<file path="src/rtl/mem_arb_pkg.sv">
// Shared types for the memory arbiter and the MMU-side request path.
package mem_arb_pkg;

  localparam int MEM_ADDR_W = 16;
  localparam int MEM_DATA_W = 16;

  typedef enum logic [1:0] {FREE, OWN0, OWN1} arb_state_t;

  typedef struct packed {
    logic                  we;
    logic [MEM_ADDR_W-1:0] addr;
    logic [MEM_DATA_W-1:0] wdata;
  } mem_req_t;

  function automatic logic [1:0] id_onehot(input logic id);
    return id ? 2'b10 : 2'b01;
  endfunction

endpackage

</file>
<file path="src/rtl/arb_pick.sv">
// Grant function for the two-requester arbiter; purely combinational, one-hot or zero.
// A lock owner excludes the other requester; otherwise the anti-starvation limit, then round-robin.
module arb_pick
  import mem_arb_pkg::*;
#(
  parameter int MAX_WAIT = 4,
  parameter int WAIT_W   = 3
) (
  input  arb_state_t        state,
  input  logic              last,
  input  logic [WAIT_W-1:0] wait_cnt,
  input  logic [1:0]        req,
  output logic [1:0]        gnt
);

  always_comb begin
    gnt = 2'b00;
    case (state)
      OWN0:    gnt = {1'b0, req[0]};
      OWN1:    gnt = {req[1], 1'b0};
      default: begin
        if (req == 2'b11) begin
          if (wait_cnt == WAIT_W'(MAX_WAIT)) gnt = 2'b10;
          else                               gnt = last ? 2'b01 : 2'b10;
        end else begin
          gnt = req;
        end
      end
    endcase
  end

endmodule

</file>
<file path="src/rtl/mem_arbiter.sv">
// Two-requester arbiter for the single-ported memory; grant combinational, issue 1 cycle later, read data 2 cycles after grant.
// One access per cycle with no bubbles; a losing requester holds req until granted.
module mem_arbiter
  import mem_arb_pkg::*;
#(
  parameter int ADDR_W   = MEM_ADDR_W,
  parameter int DATA_W   = MEM_DATA_W,
  parameter int MAX_WAIT = 4
) (
  input  logic              clkin,
  input  logic              reset,
  input  logic [1:0]        req,
  input  logic [1:0]        we,
  input  logic [1:0]        lock,
  input  logic [ADDR_W-1:0] addr0,
  input  logic [ADDR_W-1:0] addr1,
  input  logic [DATA_W-1:0] wdata0,
  input  logic [DATA_W-1:0] wdata1,
  output logic [1:0]        gnt,
  output logic [1:0]        rvalid,
  output logic [DATA_W-1:0] rdata,
  output logic              mem_en,
  output logic              mem_w_en,
  output logic [ADDR_W-1:0] mem_addr,
  output logic [DATA_W-1:0] mem_wdata,
  input  logic [DATA_W-1:0] mem_rdata
);

  localparam int WAIT_W = $clog2(MAX_WAIT + 1);

  arb_state_t        state;
  logic              last;
  logic [WAIT_W-1:0] wait_cnt;
  logic [1:0]        pick_gnt;
  logic              win;
  mem_req_t          sel;
  logic              iss_rd;
  logic              iss_id;

  arb_pick #(
    .MAX_WAIT (MAX_WAIT),
    .WAIT_W   (WAIT_W)
  ) u_pick (
    .state    (state),
    .last     (last),
    .wait_cnt (wait_cnt),
    .req      (req),
    .gnt      (pick_gnt)
  );

  assign gnt = reset ? 2'b00 : pick_gnt;
  assign win = gnt[1];

  always_comb begin
    sel       = '0;
    sel.we    = win ? we[1]  : we[0];
    sel.addr  = win ? addr1  : addr0;
    sel.wdata = win ? wdata1 : wdata0;
  end

  // Ownership and fairness state.
  always_ff @(posedge clkin) begin
    if (reset) begin
      state    <= FREE;
      last     <= 1'b1;
      wait_cnt <= '0;
    end else begin
      if (|gnt) begin
        last  <= win;
        state <= lock[win] ? (win ? OWN1 : OWN0) : FREE;
      end
      if (!req[1] || gnt[1])
        wait_cnt <= '0;
      else if (wait_cnt != WAIT_W'(MAX_WAIT))
        wait_cnt <= wait_cnt + 1'b1;
    end
  end

  // Issue stage, then return stage tagged with the issuing requester.
  always_ff @(posedge clkin) begin
    if (reset) begin
      mem_en    <= 1'b0;
      mem_w_en  <= 1'b0;
      mem_addr  <= '0;
      mem_wdata <= '0;
      iss_rd    <= 1'b0;
      iss_id    <= 1'b0;
      rvalid    <= 2'b00;
    end else begin
      mem_en <= |gnt;
      iss_rd <= (|gnt) & ~sel.we;
      iss_id <= win;
      if (|gnt) begin
        mem_w_en  <= sel.we;
        mem_addr  <= sel.addr;
        mem_wdata <= sel.wdata;
      end else begin
        mem_w_en  <= 1'b0;
      end
      rvalid <= iss_rd ? id_onehot(iss_id) : 2'b00;
    end
  end

  // Memory data arrives in the rvalid cycle; masked to zero otherwise.
  assign rdata = (|rvalid) ? mem_rdata : '0;

endmodule

</file>
<file path="config.mk">
export PLATFORM = sky130hd
export DESIGN_NAME = mem_arbiter
export DESIGN_NICKNAME = d
export VERILOG_FILES = /design/src/rtl/mem_arb_pkg.sv /design/src/rtl/arb_pick.sv /design/src/rtl/mem_arbiter.sv
export SDC_FILE = /design/constraint.sdc
export NUM_CORES = 1
export LEC_CHECK = 0
export CORE_MARGIN = 5
export CORE_UTILIZATION = 30
export CTS_BUF_LIST = sky130_fd_sc_hd__clkbuf_4 sky130_fd_sc_hd__clkbuf_8 sky130_fd_sc_hd__clkbuf_16
export DETAILED_ROUTE_END_ITERATION = 6
export HOLD_SLACK_MARGIN = 0.15
export PLACE_DENSITY = 0.78
export SLEW_MARGIN = 20
export SYNTH_ARGS = -nofsm -noshare
export SYNTH_HDL_FRONTEND = slang
export SYNTH_SLANG_ARGS = --single-unit
export TNS_END_PERCENT = 5
</file>
<file path="constraint.sdc">
create_clock -name clkin -period 2.5 [get_ports clkin]
set_clock_uncertainty 0.15 [all_clocks]
set_input_delay 0.375 -clock clkin [delete_from_list [all_inputs] [get_ports clkin]]
set_output_delay 0.375 -clock clkin [all_outputs]
set_load 0.05 [all_outputs]
</file>
==> qor.yml <==
hold_path:
  holdCritStartpoint: "iss_id$_SDFF_PP0_"
  worst_hold_path_type: "reg2reg"
global_routing:
  grt_antenna_before_repair: 0
  grt_overflow_total: 0
  global_route_wire_length_before_repair_mm: 13.1
  groute.usage.overall: 0.166
  grt_pass1_vias: 2538
  maximum_number_of_pins_on_one_net_before_global_route_repair: 38
clocking:
  cts_tree: "done"
  clkSlewWorstSetupHoldPaths_ns: 0.08
  cts-root-to-sink-buffers: 2
  clock_tree_root_driver_cell: "sky130_fd_sc_hd__clkbuf_8"
  cts-htree-levels: 2
  worst_skew_pair.late_latency_ns: 0.29
  cts_inserted_buffers: 5
  cts.sinks: 44
  cts_post_setup_buffers_inserted: 0
logic_synthesis:
  postSynthRegisterBits: 44
  ys_types: 34
  dominant_cell_by_count_in_the_synthesized_netlist: "sky130_fd_sc_hd__dfxtp_1"
  yosysSeqAreaShare: 0.375
  post_synth.cell_area_avg_um2: 9.91
  synth_cells: 237
  synth_area_leaders: "sky130_fd_sc_hd__dfxtp_1, sky130_fd_sc_hd__o31a_1, sky130_fd_sc_hd__o221a_1, sky130_fd_sc_hd__or3_1, sky130_fd_sc_hd__o221a_2"
  total_of_warnings_raised_by_yosys: 0
  synth_flop_cell: "sky130_fd_sc_hd__dfxtp_1"
  synth.cell_area_um2: 2350
  synth_edf_count: 0
  post-synth-top-area-fraction: 0.375
  proportion_of_synthesized_flip_flops_having_asynchronous_set_or_reset: 0
  synth_top_cells_by_count: "sky130_fd_sc_hd__dfxtp_1, sky130_fd_sc_hd__or3_1, sky130_fd_sc_hd__o31a_1, sky130_fd_sc_hd__o221a_1"
  mappedNetlistNets: 329
  yosys.area.top_type: "sky130_fd_sc_hd__dfxtp_1"
layout:
  antennaDiodeCount: 0
  utilization: 0.513
  post-route-cell-area_um2: 3940
  fillerInstances: 708
  area_grow_syn2layout_pct: 67.7
  post_route_cells_drive_above_1_share: 0.164
  design.final.nets: 464
route:
  detail_route.wl_per_cell_um: 17.4
  route.antenna.remaining_nets: 0
  vias_per_cell: 5.23
  first_pass_iters: 4
  dr.first_iter.drc_count: 57
  post-route-drc-count: 0
  route.final.wire_length_mm: 8.26
  route.vias.total: 2477
die:
  floorplan_die_area_um2: 9700
  io-pin-count: 142
  die_height_um: 98.5
  fp.dieW_um: 98.5
  site_row_count: 32
  floorplan.initialDensity: 0.306
  fp.coreArea_um2: 7690
sta:
  max-slew-margin-rel: 0.419
  rsz0062_at_grt: "false"
  setup_total_negative_slack_ns: 0
  setup_viol_count_final: 0
  post-route-min-period_ns: 2.37
  report.final.slew_viol_count: 0
  setup_slack_ns: 0.132
  hold_viol: 0
  fin_crit_sh: 0.947
  max_clock_freq_ghz: 0.422
  worstMarginPinSlew_ns: 0.868
placement:
  placement.cell_area_um2: 3840
  detailedPlace.worstSlack_ns: 0.345
  portBuffers: 141
  dp.final_hpwl_mm: 6.27
  gp_congestion: 0.893
setup_path:
  timing_worst_setup_path_type: "reg2out"
  crit_path_end_kind: "output pin"
  required_ns: 1.98
  timing.critical_path.fanout_max: 10
  crit_arrival_ns: 1.84
  worst_setup_path_start_kind: "flip-flop"
  crit-reg2reg-launch: "state[0]$_SDFFE_PP0P_"
  crit_start: "state[0]$_SDFFE_PP0P_"
power:
  power_dens_cells_nw_per_um2: 538
  power.static_leakage_nw: 1.45
  power_switching_w: 0.000737
  irDropWorstVdd_mv: 0.221
  cellInternalPower_w: 0.00138
  seq_power_share: 0.380
  power.share.clock: 0.229
  comb_power_share: 0.391
  power_w: 0.00212
  p_sw_frac: 0.348
run_status:
  outcome: "finished clean"
flow_run:
  drv.max_cap_violation_count: 0
## power groups by stage
stage                     Clock (W)  Combinational [W]  Sequential (W)
after floorplan                   0           0.000279         0.00103
after global placement            0           0.000824        0.000820
after detailed placement          0           0.000832        0.000821
after CTS                  0.000505           0.000834        0.000806
after global routing       0.000534           0.000874        0.000814
final                      0.000486           0.000828        0.000805
## worst paths after layout
check,end,depth (start not counted),slack [ns]
worst max-delay path,gnt[0],5,0.13
worst min-delay path,rvalid[0]$_SDFF_PP0_,1,0.28
worst max register to register,mem_wdata[7]$_SDFFE_PP0P_,6,0.43
worst min register to register,rvalid[0]$_SDFF_PP0_,1,0.28
## what timing repair did
item | CTS | global route
hold buffers | 0 | 0
hold endpoints to repair | 0 | 0
gates resized for setup | 0 | 1
endpoints found under the setup margin | 0 | 2
## metrics by stage
stage,std cells,hold WS [ns]
after floorplan,237,0.239
after global placement,467,0.259
after detailed placement,467,0.264
after CTS,474,0.277
after global routing,474,0.290
final,474,0.277
## cells in the final DEF, fill, tap and decap left out, types with 2 or more instances in the layout
master / netlist / routed
sky130_fd_sc_hd__clkdlybuf4s50_1: 0 / 123
sky130_fd_sc_hd__dfxtp_1: 44 / 44
sky130_fd_sc_hd__or3_1: 33 / 33
sky130_fd_sc_hd__o31a_1: 32 / 32
sky130_fd_sc_hd__buf_4: 0 / 31
sky130_fd_sc_hd__o221a_1: 20 / 20
sky130_fd_sc_hd__nor2b_1: 16 / 16
sky130_fd_sc_hd__o221a_2: 12 / 12
sky130_fd_sc_hd__inv_1: 9 / 9
sky130_fd_sc_hd__clkbuf_8: 0 / 7
sky130_fd_sc_hd__nand2_1: 4 / 4
sky130_fd_sc_hd__o21ai_2: 3 / 3
sky130_fd_sc_hd__nor3_1: 3 / 3
sky130_fd_sc_hd__a21oi_1: 3 / 3
sky130_fd_sc_hd__ha_1: 4 / 3
sky130_fd_sc_hd__o21a_1: 2 / 2
sky130_fd_sc_hd__o2111ai_1: 2 / 2
sky130_fd_sc_hd__o211ai_1: 2 / 2
sky130_fd_sc_hd__o21ai_0: 2 / 2
sky130_fd_sc_hd__mux2i_1: 2 / 2
sky130_fd_sc_hd__a211oi_1: 2 / 2
sky130_fd_sc_hd__buf_12: 0 / 2
## cell type report
class                   count  area, um2  share of cell area
clock buffers               7       96.3              0.0245
inverters                   9       33.8             0.00857
multi-input cells         156       1300               0.329
flip-flops and latches     44        881               0.224
well taps                 102        128              0.0324
repair buffers            156       1500               0.382
## flip-flops by register name, indices dropped and copies added, names as in the netlist
register / count
iss_rd: 1
mem_w_en: 1
mem_addr: 16
mem_wdata: 16
mem_en: 1
state: 2
last: 1
rvalid: 2
wait_cnt: 3
iss_id: 1
## worst max-delay path, cell delays in order, from the launching register on
cell                       delay [ns]
sky130_fd_sc_hd__dfxtp_1         0.36
sky130_fd_sc_hd__inv_1           0.07
sky130_fd_sc_hd__ha_2            0.45
sky130_fd_sc_hd__o21ai_2         0.11
sky130_fd_sc_hd__a311oi_2        0.37
sky130_fd_sc_hd__buf_12          0.19
## kinds of logic (layout without fill, tap and decap cells)
| group | count (synthesis) | in the layout | share of synthesized area |
|---|---|---|---|
| AO/OA/AOI/OAI | 87 | 87 | 0.350 |
| XOR/XNOR | 1 | 1 | 0.00373 |
| adder cells (fa/ha/maj) | 4 | 4 | 0.0213 |
| buffers and inverters | 37 | 172 | 0.0804 |
| flip-flops | 44 | 44 | 0.375 |
| multiplexers | 3 | 3 | 0.0133 |
| AND/OR/NAND/NOR | 61 | 61 | 0.156 |
## per-layer routing
| metal | vias up | part of all wire | GRT usage |
|---|---|---|---|
| met4 | 0 | 0.0044 | 0.0263 |
| li1 | 1192 | - | - |
| met5 | - | 0 | 0 |
| met2 | 142 | 0.48 | 0.296 |
| met3 | 6 | 0.10 | 0.0672 |
| met1 | 1137 | 0.41 | 0.189 |
(Power assumes the default switching activity.)
